<file path="src/rtl/tlb_refill_arbiter_pkg.sv">
// Shared types and constants for the TLB refill read-port arbiter.
package tlb_arb_pkg;

   typedef enum logic [1:0] {
      IDLE,
      BUSY,
      RESP
   } arb_state_t;

   typedef logic req_id_t;

   localparam req_id_t REQ_ITLB = 1'b0;
   localparam req_id_t REQ_DTLB = 1'b1;

endpackage

</file>
<file path="src/rtl/tlb_refill_arbiter_rr_pick.sv">
// Combinational 2-way round-robin selector: on a tie the requester that
// did not win last time is chosen.
module tlb_rr_pick
   import tlb_arb_pkg::*;
(
   input  logic [1:0] req,
   input  req_id_t    last,
   output logic       valid,
   output req_id_t    id
);

   always_comb begin
      valid = |req;
      if (&req) begin
         id = ~last;
      end else begin
         id = req[REQ_DTLB];
      end
   end

endmodule

</file>
<file path="src/rtl/tlb_refill_arbiter.sv">
// Shares one memory read port between the ITLB and DTLB refill engines with
// round-robin grant locked until the memory answers.
module tlb_refill_arbiter
   import tlb_arb_pkg::*;
#(
   parameter int unsigned ADDR_WIDTH = 64,
   parameter int unsigned DATA_WIDTH = 64
) (
   input  logic                    clk,
   input  logic                    rst,
   input  logic [1:0]              ren_req,
   input  logic [ADDR_WIDTH-1:0]   raddr_req0,
   input  logic [ADDR_WIDTH-1:0]   raddr_req1,
   output logic [2*DATA_WIDTH-1:0] rdata_req,
   output logic [1:0]              rvalid_req,
   input  logic                    flush,
   output logic                    ren_mem,
   output logic [ADDR_WIDTH-1:0]   raddr_mem,
   input  logic [2*DATA_WIDTH-1:0] rdata_mem,
   input  logic                    rvalid_mem,
   output logic                    gnt_id
);

   arb_state_t              state_q, state_d;
   logic [ADDR_WIDTH-1:0]   addr_q, addr_d;
   logic [2*DATA_WIDTH-1:0] rdata_q, rdata_d;
   req_id_t                 gnt_q, gnt_d;
   req_id_t                 rr_last_q, rr_last_d;
   logic                    drop_q, drop_d;
   logic                    ren_mem_q, ren_mem_d;
   logic [1:0]              rvalid_q, rvalid_d;

   logic                    pick_valid;
   req_id_t                 pick_id;

   tlb_rr_pick u_pick (
      .req   (ren_req),
      .last  (rr_last_q),
      .valid (pick_valid),
      .id    (pick_id)
   );

   always_comb begin
      state_d   = state_q;
      addr_d    = addr_q;
      rdata_d   = rdata_q;
      gnt_d     = gnt_q;
      rr_last_d = rr_last_q;
      drop_d    = drop_q;
      rvalid_d  = '0;

      case (state_q)
         IDLE: begin
            if (pick_valid) begin
               gnt_d     = pick_id;
               addr_d    = (pick_id == REQ_DTLB) ? raddr_req1 : raddr_req0;
               rr_last_d = pick_id;
               drop_d    = 1'b0;
               state_d   = BUSY;
            end
         end
         BUSY: begin
            if (flush) begin
               drop_d = 1'b1;
            end
            // A same-cycle flush or an abandoned request discards the line.
            if (rvalid_mem) begin
               if (drop_q || flush || !ren_req[gnt_q]) begin
                  state_d = IDLE;
               end else begin
                  rdata_d         = rdata_mem;
                  rvalid_d[gnt_q] = 1'b1;
                  state_d         = RESP;
               end
            end
         end
         RESP: begin
            state_d = IDLE;
         end
         default: begin
            state_d = IDLE;
         end
      endcase

      ren_mem_d = (state_d == BUSY);
   end

   always_ff @(posedge clk) begin
      if (rst) begin
         state_q   <= IDLE;
         addr_q    <= '0;
         rdata_q   <= '0;
         gnt_q     <= REQ_ITLB;
         rr_last_q <= REQ_DTLB;
         drop_q    <= 1'b0;
         ren_mem_q <= 1'b0;
         rvalid_q  <= '0;
      end else begin
         state_q   <= state_d;
         addr_q    <= addr_d;
         rdata_q   <= rdata_d;
         gnt_q     <= gnt_d;
         rr_last_q <= rr_last_d;
         drop_q    <= drop_d;
         ren_mem_q <= ren_mem_d;
         rvalid_q  <= rvalid_d;
      end
   end

   assign ren_mem    = ren_mem_q;
   assign raddr_mem  = addr_q;
   assign rdata_req  = rdata_q;
   assign rvalid_req = rvalid_q;
   assign gnt_id     = gnt_q;

endmodule

</file>
<file path="config.mk">
export PLATFORM = sky130hd
export DESIGN_NAME = tlb_refill_arbiter
export DESIGN_NICKNAME = d
export VERILOG_FILES = /design/src/rtl/tlb_refill_arbiter_pkg.sv /design/src/rtl/tlb_refill_arbiter_rr_pick.sv /design/src/rtl/tlb_refill_arbiter.sv
export SDC_FILE = /design/constraint.sdc
export NUM_CORES = 1
export LEC_CHECK = 0
export ABC_AREA = 1
export ABC_CLOCK_PERIOD_IN_PS = 1440
export BUFFER_PORTS_ARGS = -buffer_cell sky130_fd_sc_hd__buf_2
export CORE_AREA = 2 2 178 180
export DETAILED_ROUTE_END_ITERATION = 10
export DIE_AREA = 0 0 180 182
export GPL_ROUTABILITY_DRIVEN = 0
export PLACE_DENSITY = 0.65
export SETUP_SLACK_MARGIN = 0.02
export SYNTH_ARGS = -nofsm -noshare
export SYNTH_HDL_FRONTEND = slang
export SYNTH_SLANG_ARGS = --single-unit
</file>
<file path="constraint.sdc">
create_clock -name clk -period 1.44 [get_ports clk]
set_input_delay 0.144 -clock clk [delete_from_list [all_inputs] [get_ports clk]]
set_output_delay 0.144 -clock clk [all_outputs]
set_load 0.02 [all_outputs]
</file>
Word-level counts from Yosys, hierarchy flattened --
Index checks and enable logic that the tools add are counted.
Word-level totals: word-level logic and storage cells 43, bits of input ports 262, register bits after elaboration 200
Cells by class: bitwise operators 4, equal/unequal tests 4, multiplexer cells 13, reductions and logical operators 12, order comparisons 2
Operators with widths (number):
- 64-bit 2-to-1 mux | 1
- 1-bit 2-to-1 mux | 6
- 2-bit 2-to-1 mux | 3
- 3-bit AND reduction | 2
- 2-bit by 1-bit == test with 1-bit output (second input constant) | 2
- 2-bit inequality test (second input constant) | 2
- 1-bit inverter | 4
- 2-bit one-hot mux with 2 select lines | 1
- 2-bit AND reduction | 2
- 4-bit OR reduction | 1
- 2-bit zero test | 1
- 1-bit logical OR | 2
- 1-bit by 2-bit less-than comparator with 1-bit output (second input constant) | 1
- 1-bit one-hot mux with 2 select lines | 1
- 2-bit nonzero test | 1
- 2-bit OR reduction | 1
- 1-bit demux with 1-bit select | 1
- 1-bit >= comparator (second input constant) | 1
- 1-bit logical AND | 1
- 1-bit zero test | 1

Logic depth before layout (Yosys ltp) --
Gate-level depths: netlist (run 1).
word-level depth 8, gate-level depth with buffers 9, depth with buffers taken out 7

Cells and area by module --
From an unflattened synthesis (run 1), not the netlist that was laid out.
Unflattened totals: cell total of the unflattened synthesis 1365, area total of the unflattened synthesis 8997.4 µm²
Modules (own cells, without submodules):
- tlb_refill_arbiter | seq. area each 4003.8 µm², area each 8982.4 µm², instances 1, cells each 1362
- tlb_rr_pick | seq. area each 0.0 µm², area each 15.0 µm², instances 1, cells each 3

Worst setup path after synthesis (run 1) --
No wires, ideal clock.
kind flip-flop to flip-flop, start point reg gnt_q (netlist: gnt_id), end point reg rdata_q[117] (netlist: rdata_req[117]), cell stages (with the launch flop) 8, data arrival time 1.228 ns, clock period less this slack 1.341 ns, slack 0.099 ns, path buffers 2, library setup time 0.113 ns, required time 1.327 ns, path through dfxtp_1 nand2_1 nand2_1 buf_2 buf_2 nand4_1 nand2_1 nor2_1
Between the ends: word-level cells in the longest chain between the ends 6
Ends and longest elaborated chain:
- from (decl) | RTL line tlb_refill_arbiter.sv:27 | req_id_t gnt_q, gnt_d;
- from (signal assigned) | RTL line tlb_refill_arbiter.sv:102 | gnt_q <= gnt_d;
- 1-bit 2-to-1 mux (not written as such) (2 in series) | RTL line tlb_refill_arbiter.sv:68 | if (drop_q || flush || !ren_req[gnt_q]) begin
- 1-bit zero test | RTL line tlb_refill_arbiter.sv:68
- 1-bit logical OR | RTL line tlb_refill_arbiter.sv:68
- 1-bit inverter (no source line)
- 3-bit AND reduction (no source line)
- to (signal assigned) | RTL line tlb_refill_arbiter.sv:101 | rdata_q <= rdata_d;
- to (decl) | RTL line tlb_refill_arbiter.sv:26 | logic [2*DATA_WIDTH-1:0] rdata_q, rdata_d;
Every way passes these cells. The select of a mux whose other input is x is not followed. A chain may end at the register's enable or synchronous reset.

Final worst setup path (run 1) --
start point in rvalid_mem, end point reg rdata_q[33] (netlist: rdata_req[33])
Between the ends: word-level cells in the longest chain between the ends 1
Ends and longest elaborated chain:
- from (decl) | RTL line tlb_refill_arbiter.sv:20 | input logic rvalid_mem,
- 3-bit AND reduction (no source line)
Every way passes these cells.

==> results.py, run 1 <==
metrics = {
    "outcome": {
        "status": "completed",
    },
    "drt": {
        "drtPass1Iterations": 4,
        "wl_per_cell_um": 14.0,
        "ant_nets": 0,
        "detail_route.vias_per_cell": 4.49,
        "vias": 10300,
        "drc_errors": 0,
        "routed_wl_mm": 32.1,
        "drt-initial-drc-count": 382,
    },
    "layout": {
        "design_area_um2": 13300,
        "final_cells": 2295,
        "multi_input_area_um2": 4030,
        "drive_gt1_share_pct": 32.2,
        "areaGrowthSynthToFinish_pct": 43.8,
        "num-nets-final": 2142,
        "register_area_um2": 4010,
        "fill_cells": 3326,
    },
    "timing": {
        "period_needed_ns": 1.41,
        "fin_ws_ns": 0.0289,
        "hold_viol_final": 0,
        "max_slew_margin_pct": 78.2,
        "finalMaxSlewViolations": 0,
        "skew_ns": 0.00988,
        "setup_violations": 0,
        "maxClockFrequency_mhz": 709,
        "grt_setup_unrepaired": "yes",
        "max_slew.worst_pin.slew_ns": 0.326,
        "layout_worst_path_cycle_share_pct": 98.0,
    },
    "logic_synthesis": {
        "synthCells": 1428,
        "synth_common_cells": "nor2_1 (450), nand2_1 (267), dfxtp_1 (200)",
        "synth_area_um2": 9250,
        "syn_avg_cell_area_um2": 6.48,
        "synth_seq_cells": 200,
        "synthTopCellsByArea": "dfxtp_1 (43%), nor2_1 (18%), nand2_1 (11%), nand4_1 (8.7%), inv_1 (8.0%)",
        "yosysTopAreaCell": "dfxtp_1",
        "yosysWarnings": 0,
        "yosysTopAreaCellShare_pct": 43.3,
        "async_reset_ff_share_pct": 0,
        "synth.net_count": 1690,
        "synth_flop_cell": "dfxtp_1",
        "synth_cell_type_count": 21,
        "synth_edf_count": 0,
        "synth_most_common_cell": "nor2_1",
        "seq_area_frac_synth_pct": 43.3,
    },
    "worst_setup_path": {
        "critPathCaptureType": "flip-flop",
        "ff2ff_path_depth": 10,
        "arrival_ns": 1.78,
        "crit_fanout": 6,
        "path_class": "input port to flip-flop",
        "required_ns": 1.81,
        "startpoint_type": "input port",
        "reg2reg_slack_ns": 0.04,
    },
    "pwr": {
        "p_leak_nw": 7.42,
        "comb_power_share_pct": 21.7,
        "seqPwrFrac_pct": 43.3,
        "ir_worst_vdd_mv": 0.733,
        "power.switching_mw": 4.42,
        "p_int_mw": 9.47,
        "p_sw_share_pct": 31.8,
        "total_power_mw": 13.9,
        "pwr-share-clk_pct": 35.0,
        "power.density_nw_per_um2": 1040,
    },
    "global_routing": {
        "grt_pass1_wl_mm": 48.7,
        "globalRouteOverflowTotal": 0,
        "grt_max_degree": 70,
        "grt_util_all_layers_pct": 18.3,
        "grt_pass1_vias": 9465,
        "antenna_found_initial": 2,
    },
    "clocking": {
        "htree_levels": 4,
        "cts_buffer_depth": 2,
        "path_clk_slew_ns": 0.08,
        "clock_latency_ns": 0.43,
        "cts_tree": "done",
        "cts.sinks": 200,
        "clk_root_buffer_cell": "clkbuf_16",
        "numCtsBuffers": 17,
    },
    "floorplanning": {
        "rows": 65,
        "io_pins": 458,
        "die-area_um2": 32800,
        "die-height_um": 182,
        "initial_utilization_pct": 29.8,
        "die_w_um": 180,
        "core_um2": 31000,
    },
    "place": {
        "port_buffers": 457,
        "place_hpwl_mm": 22.9,
        "place_ws_ns": 0.0221,
        "detailed_place.area_um2": 12200,
        "dp.cells": 2237,
    },
    "worst_hold_path": {
        "hp-class": "input port to flip-flop",
        "hold_path_depth": 3,
    },
    "flow_run": {
        "drv_cap": 0,
    },
}
## registers in the layout, summed over array words and instances, names as in the netlist
| signal | count |
|---|---|
| drop_q | 1 |
| gnt_id | 1 |
| raddr_mem | 64 |
| rdata_req | 128 |
| ren_mem | 1 |
| rr_last_q | 1 |
| rvalid_req | 2 |
| state_q | 2 |
## cells in the final DEF (no fill, tap or decap), drive strengths merged
cell type    netlist  routed
bufinv             0       1
clkbuf            13      25
inv              199     205
clkinv             0       5
nor3               2       2
nand2            268     268
nor2             453     453
a21oi              4       4
dfxtp            200     200
clkinvlp           0       2
diode              0       1
nand3              3       3
bufbuf             0       1
dlygate4sd3        0       8
buf               93     522
nand4            128     128
o21ai             65      65
## routing by layer
layer	track usage, %	routed length (um)	vias up
li1	-	-	5259
met3	5.29	2460	36
met4	5.53	578	2
met1	21.5	13300	4646
met2	32.2	15800	354
met5	0	11	-
## cells by family after synthesis
logic type / synth area share (%)
compound gates: 3.77
simple gates: 38.4
flops: 43.3
buf+inv: 14.6
## path summary, 6_finish.rpt
| check | from | to |
|---|---|---|
| min | flush | drop_q |
| min reg2reg | drop_q | drop_q |
| max | rvalid_mem | rdata_req[33] |
| max reg2reg | drop_q | rdata_req[33] |
## what timing repair did
item                                    4_1_cts  5_1_grt
hold buffers                                  8        0
pin swaps                                     0       11
gates cloned                                  1        8
endpoints found under the setup margin        1      147
buffers inserted                              0        9
hold endpoints to repair                      9        0
gates resized for setup                       1       61
## per-stage QoR
step	hold WS [ns]	util (%)	setup TNS [ns]
2_1_floorplan	0.292	-	0
3_5_place_dp	0.453	39.3	0
5_1_grt	0.0167	42.9	-1.28
3_3_place_gp	0.444	39.3	0
4_1_cts	0.00123	41.5	0
6_report	0.0195	42.9	0
## worst max-delay path, cell delays in order
cell           delay (ns)
dlygate4sd3_1        0.53
buf_2                0.12
nand2_2              0.06
nor2_4               0.13
inv_2                0.06
nor2_4               0.16
buf_12               0.12
clkbuf_16            0.15
clkbuf_16            0.16
nor2_2               0.03
nor2_1               0.09
## power groups by stage
stage | registers, mW | logic [mW] | clock network, mW
after floorplan | 6.50 | 1.28 | 0
after global placement | 6.12 | 2.85 | 0
after detailed placement | 6.12 | 2.87 | 0
after CTS | 6.00 | 2.93 | 5.01
after global routing | 6.05 | 3.33 | 5.21
final | 6.01 | 3.02 | 4.86
## layout make-up
class,count,share of cell area (%)
Tap cell,402,3.78
Antenna cell,1,0.0188
Clock inverter,14,1.04
Inverter,199,5.69
Clock buffer,17,3.20
Multi-Input combinational cell,923,30.3
Timing Repair Buffer,539,25.8
Sequential cell,200,30.2
No activity file was read; power rests on OpenSTA's default activity.
==> run 2: changes to the inputs <==
==> constraint.sdc (replaced) <==
create_clock -name clk -period 1.44 [get_ports clk]
set_input_delay 0.288 -clock clk [delete_from_list [all_inputs] [get_ports clk]]
set_output_delay 0.288 -clock clk [all_outputs]
set_load 0.02 [all_outputs]
==> run 2 against run 1 <==
  * First-iteration DRC count is 6.0% higher
  * Sequential power about the same
  * Non-clock buffer count is 6 lower
  * Flip-flop and latch count did not move
  * Largest cell class unchanged
==> results.py, run 2 (same netlist as run 1, synthesis figures left out) <==
metrics = {
    "outcome": {
        "status": "completed",
    },
    "floorplanning": {
        "io_pins": 458,
        "initial_utilization_pct": 29.8,
        "die-height_um": 182,
        "die_w_um": 180,
        "die-area_um2": 32800,
        "rows": 65,
        "core_um2": 31000,
    },
    "drt": {
        "ant_nets": 0,
        "detail_route.vias_per_cell": 4.51,
        "wl_per_cell_um": 14.4,
        "drtPass1Iterations": 5,
        "routed_wl_mm": 32.9,
        "drt-initial-drc-count": 405,
        "drc_errors": 0,
        "vias": 10300,
    },
    "timing": {
        "setup_violations": 0,
        "max_slew_margin_pct": 74.8,
        "skew_ns": 0.0135,
        "max_slew.worst_pin.slew_ns": 0.377,
        "period_needed_ns": 1.41,
        "layout_worst_path_cycle_share_pct": 97.9,
        "hold_viol_final": 0,
        "grt_setup_unrepaired": "yes",
        "finalMaxSlewViolations": 0,
        "hold_slack_ns": 0.138,
        "fin_ws_ns": 0.0297,
        "maxClockFrequency_mhz": 709,
    },
    "pwr": {
        "power.switching_mw": 4.42,
        "p_int_mw": 9.35,
        "ir_worst_vdd_mv": 0.737,
        "p_leak_nw": 7.42,
        "p_sw_share_pct": 32.1,
        "power.density_nw_per_um2": 1040,
        "comb_power_share_pct": 22.0,
        "seqPwrFrac_pct": 43.6,
        "total_power_mw": 13.8,
        "pwr-share-clk_pct": 34.4,
    },
    "layout": {
        "largest_reg_flops": 128,
        "layout_commonest_cell": "buf_2",
        "register_area_um2": 4010,
        "mostFrequentLayoutCells": "buf_2 (456), nor2_1 (405), nand2_1 (262)",
        "areaGrowthSynthToFinish_pct": 43.5,
        "drive_gt1_share_pct": 33.2,
        "fill_cells": 3270,
        "final_cells": 2290,
        "multi_input_area_um2": 4070,
        "num-nets-final": 2136,
    },
    "clocking": {
        "clk_root_buffer_cell": "clkbuf_16",
        "numCtsBuffers": 17,
        "cts_buffer_depth": 2,
        "hold_buffers": 0,
        "clock_latency_ns": 0.44,
        "cts.sinks": 200,
        "htree_levels": 4,
        "path_clk_slew_ns": 0.08,
        "cts_tree": "done",
    },
    "global_routing": {
        "antenna_found_initial": 1,
        "grt_pass1_vias": 9645,
        "grt_max_degree": 60,
        "globalRouteOverflowTotal": 0,
        "grt_pass1_wl_mm": 49.0,
        "grt_util_all_layers_pct": 18.5,
    },
    "worst_setup_path": {
        "required_ns": 1.82,
        "crit_path_top_delay_cell": "dfxtp_4",
        "cp_slowest_stage_delay_ns": 0.37,
        "worstPathCellList": "inv_4 -> nand2_4 -> nand2_8 -> nand2_4 -> nor2_4 -> clkbuf_16 -> buf_6 -> nor2_1 -> nor2_1",
        "critPathCaptureType": "flip-flop",
        "crit_fanout": 8,
        "startpoint_type": "flip-flop",
        "path_class": "flip-flop to flip-flop",
        "arrival_ns": 1.79,
    },
    "place": {
        "place_ws_ns": -0.0237,
        "dp.cells": 2242,
        "place_hpwl_mm": 22.8,
        "port_buffers": 457,
    },
    "flow_run": {
        "drv_cap": 0,
    },
    "worst_hold_path": {
        "hp-class": "input port to flip-flop",
    },
}
[run 2: cell types whose count changed in the layout (fill, tap and decap cells not counted), sizes merged]
cell,delta
dlygate4sd3,-8
bufinv,-1
inv,-1
buf,+3
clkinvlp,+1
clkinv,-1
clkbuf,+2
[run 2: path summary, 6_finish.rpt]
kind | start | end | slack [ns] | cells past startpoint
setup / recovery | gnt_id | rdata_req[124] | 0.03 | 9
hold / removal | rst | ren_mem | 0.14 | 2
setup reg to reg | gnt_id | rdata_req[124] | 0.03 | 9
hold reg to reg | rdata_req[24] | rdata_req[24] | 0.47 | 2
[run 2: timing repair]
item / CTS / global route
setup buffers: 0 / 2
cloned: 1 / 12
endpoints found under the setup margin: 15 / 161
pin swaps: 0 / 66
resized for setup: 4 / 77
[run 2: metal layers]
metal | vias up | share of wire [%] | GRT usage, % | wire (um)
met2 | 406 | 48 | 31.8 | 15700
met3 | 43 | 8.2 | 5.76 | 2710
met1 | 4627 | 42 | 21.8 | 13700
met5 | - | 0 | 0 | 0
li1 | 5243 | - | - | -
met4 | 0 | 2.5 | 6.05 | 821
[run 2: critical path, delay by kind of cell (launching register included)]
family | cells | cell delay (ns)
buffers and inverters | 3 | 0.45
DFF | 1 | 0.37
and+or+nand+nor | 6 | 0.51
[run 2: cell type report]
class / instances / share of cell area, %
Sequential cell: 200 / 30.2
Clock inverter: 12 / 0.839
Multi-Input combinational cell: 923 / 30.7
Tap cell: 402 / 3.79
Clock buffer: 20 / 3.37
Inverter: 199 / 5.72
Antenna cell: 1 / 0.0189
Timing Repair Buffer: 533 / 25.4
[run 2: power groups by stage]
stage	clock network (mW)	logic, mW	registers (mW)
after floorplan	0	1.28	6.50
after global placement	0	2.88	6.11
after detailed placement	0	2.90	6.12
after CTS	4.90	2.94	6.00
after global routing	5.11	3.34	6.05
final	4.74	3.03	6.01
[run 2: through the flow]
stage	utilization (%)	instance area (um^2)	setup TNS, ns
final	42.8	13300	0
after detailed placement	39.3	12200	-0.0718
after CTS	41.2	12800	0
after floorplan	-	9250	0
after global placement	39.3	12200	0
after global routing	42.8	13300	-2.13
==> run 3: changes to the inputs <==
--- a/config.mk
+++ b/config.mk
@@ -8,9 +8,10 @@
 export ABC_AREA = 1
 export ABC_CLOCK_PERIOD_IN_PS = 1440
 export BUFFER_PORTS_ARGS = -buffer_cell sky130_fd_sc_hd__buf_2
-export CORE_AREA = 2 2 178 180
+export CORE_AREA = 2 2 179 181
+export CTS_BUF_LIST = sky130_fd_sc_hd__clkbuf_8
 export DETAILED_ROUTE_END_ITERATION = 10
-export DIE_AREA = 0 0 180 182
+export DIE_AREA = 0 0 181 183
 export GPL_ROUTABILITY_DRIVEN = 0
 export PLACE_DENSITY = 0.65
 export SETUP_SLACK_MARGIN = 0.02
==> run 3 against run 2 <==
  * Global-route usage fell by 0.61 points
  * Worst setup slack improved by 0.040 ns
  * Critical path depth down 1
  * Non-clock buffer count down 18
  * Flip-flop and latch count unchanged
  * Die area up 1.1%
  * Critical endpoint is now rdata_req[81]
  * Largest power group unchanged
==> results.py, run 3 (same netlist as run 1, synthesis figures left out) <==
metrics = {
    "layout": {
        "drive_gt1_share_pct": 30.1,
        "num-nets-final": 2118,
        "largest_reg_flops": 128,
        "areaGrowthSynthToFinish_pct": 37.8,
        "mostFrequentLayoutCells": "buf_2 (454), nor2_1 (450), nand2_1 (265)",
        "final_cells": 2272,
        "layout_commonest_cell": "buf_2",
        "post-route-util_pct": 40.8,
    },
    "worst_setup_path": {
        "reg2reg_slack_ns": 0.07,
        "arrival_ns": 1.76,
        "ff2ff_path_depth": 8,
        "crit_fanout": 30,
        "path_class": "flip-flop to flip-flop",
        "rr_startpoint": "gnt_id",
        "timing.rr.end": "rdata_req[81]",
        "required_ns": 1.83,
        "startpoint_type": "flip-flop",
        "critPathCaptureType": "flip-flop",
    },
    "clocking": {
        "cts.sinks": 200,
        "htree_levels": 4,
        "cts_buffer_depth": 2,
        "clock_latency_ns": 0.49,
        "hold_buffers": 0,
        "clk_root_buffer_cell": "clkbuf_8",
        "path_clk_slew_ns": 0.11,
        "cts_tree": "done",
        "numCtsBuffers": 17,
    },
    "timing": {
        "period_needed_ns": 1.37,
        "hold_viol_final": 0,
        "maxClockFrequency_mhz": 730,
        "skew_ns": 0.00943,
        "layout_worst_path_cycle_share_pct": 95.2,
        "fin_tns_setup_ns": 0,
        "max_slew.worst_pin.slew_ns": 0.357,
        "finalMaxSlewViolations": 0,
        "setup_violations": 0,
        "max_slew_margin_pct": 76.2,
        "grt_setup_unrepaired": "yes",
        "fin_ws_ns": 0.0693,
    },
    "floorplanning": {
        "initial_utilization_pct": 29.6,
        "die_w_um": 181,
        "die-area_um2": 33100,
        "core_um2": 31200,
        "die-height_um": 183,
        "io_pins": 458,
        "rows": 65,
    },
    "place": {
        "dp.cells": 2235,
        "place_ws_ns": 0.0186,
        "place_hpwl_mm": 22.6,
        "port_buffers": 457,
    },
    "drt": {
        "wl_per_cell_um": 13.6,
        "detail_route.vias_per_cell": 4.50,
        "ant_nets": 0,
        "routed_wl_mm": 30.9,
        "vias": 10200,
        "drc_errors": 0,
        "drtPass1Iterations": 5,
        "drt-initial-drc-count": 377,
    },
    "pwr": {
        "ir_worst_vdd_mv": 0.628,
        "p_leak_nw": 7.16,
        "total_power_mw": 13.1,
        "power.density_nw_per_um2": 1030,
    },
    "global_routing": {
        "grt_pass1_wl_mm": 47.8,
        "grt_pass1_vias": 9680,
        "globalRouteOverflowTotal": 0,
        "grt_max_degree": 81,
        "grt_util_all_layers_pct": 17.9,
        "antenna_found_initial": 3,
    },
    "worst_hold_path": {
        "hold_path_depth": 2,
        "hp-class": "input port to flip-flop",
        "worstHoldEndpoint": "ren_mem",
        "hold_start": "rst",
    },
    "outcome": {
        "status": "completed",
    },
    "flow_run": {
        "drv_cap": 0,
    },
}
run 3: cell count changes in the layout (fill, tap and decap cells not counted), moves of 3 or more:
cell,delta
buf_4,-7
buf_6,-4
bufinv_16,+4
clkbuf_16,-22
clkbuf_8,+18
inv_6,-3
nand2_1,+3
nor2_1,+45
nor2_2,-43
run 3: worst max path at each step:
stage	startpoint	end	slack, ns	cells after the start
6_report	gnt_id	rdata_req[81]	0.07	8
5_1_grt	gnt_id	rdata_req[43]	-0.07	9
4_1_cts	rdata_req[73]	rdata_req[73]	0.02	1
3_5_place_dp	rvalid_mem	rdata_req[81]	0.02	9
3_3_place_gp	rvalid_mem	rdata_req[20]	0.07	9
2_1_floorplan	gnt_id	rdata_req[117]	0.1	7
run 3: cell type report:
cell class / count / area (um^2)
Antenna cell: 1 / 2.50
Clock buffer: 19 / 262
Clock inverter: 13 / 190
Fill cell: 3360 / 18500
Inverter: 199 / 754
Multi-Input combinational cell: 923 / 3920
Sequential cell: 200 / 4010
Tap cell: 402 / 503
Timing Repair Buffer: 515 / 3100
run 3: metrics by stage:
stage / hold slack [ns] / cell area [um^2]
final: 0.0696 / 12700
after global routing: 0.0243 / 12700
after CTS: 0.0128 / 12700
after detailed placement: 0.460 / 12200
after global placement: 0.440 / 12200
after floorplan: 0.429 / 9250
run 3: routing by layer:
metal  vias up  wire, um  track usage (%)
met1      4622     12400             20.2
met2       369     15100             31.4
met5         -        13                0
met4         2       651             5.76
met3        40      2690             6.37
li1       5202         -                -
run 3: what timing repair did:
item                       CTS  global route
resized for setup            3             8
setup buffers                2             0
setup endpoints to repair   27           140
gates cloned                 0             2
run 3: critical path, cell delays in order, from the launching register on:
cell	delay [ns]
dfxtp_2	0.36
inv_1	0.07
nand2_1	0.08
nand2_4	0.10
buf_12	0.18
buf_16	0.19
nand4_1	0.13
nand2_1	0.09
nor2_1	0.04
run 3: power by group:
group	internal, mW	total (mW)	switching (mW)	leakage [nW]
Sequential	5.85	6.01	0.160	1.63
Clock	2.01	4.16	2.15	0.221
Combinational	1.12	2.91	1.79	5.30
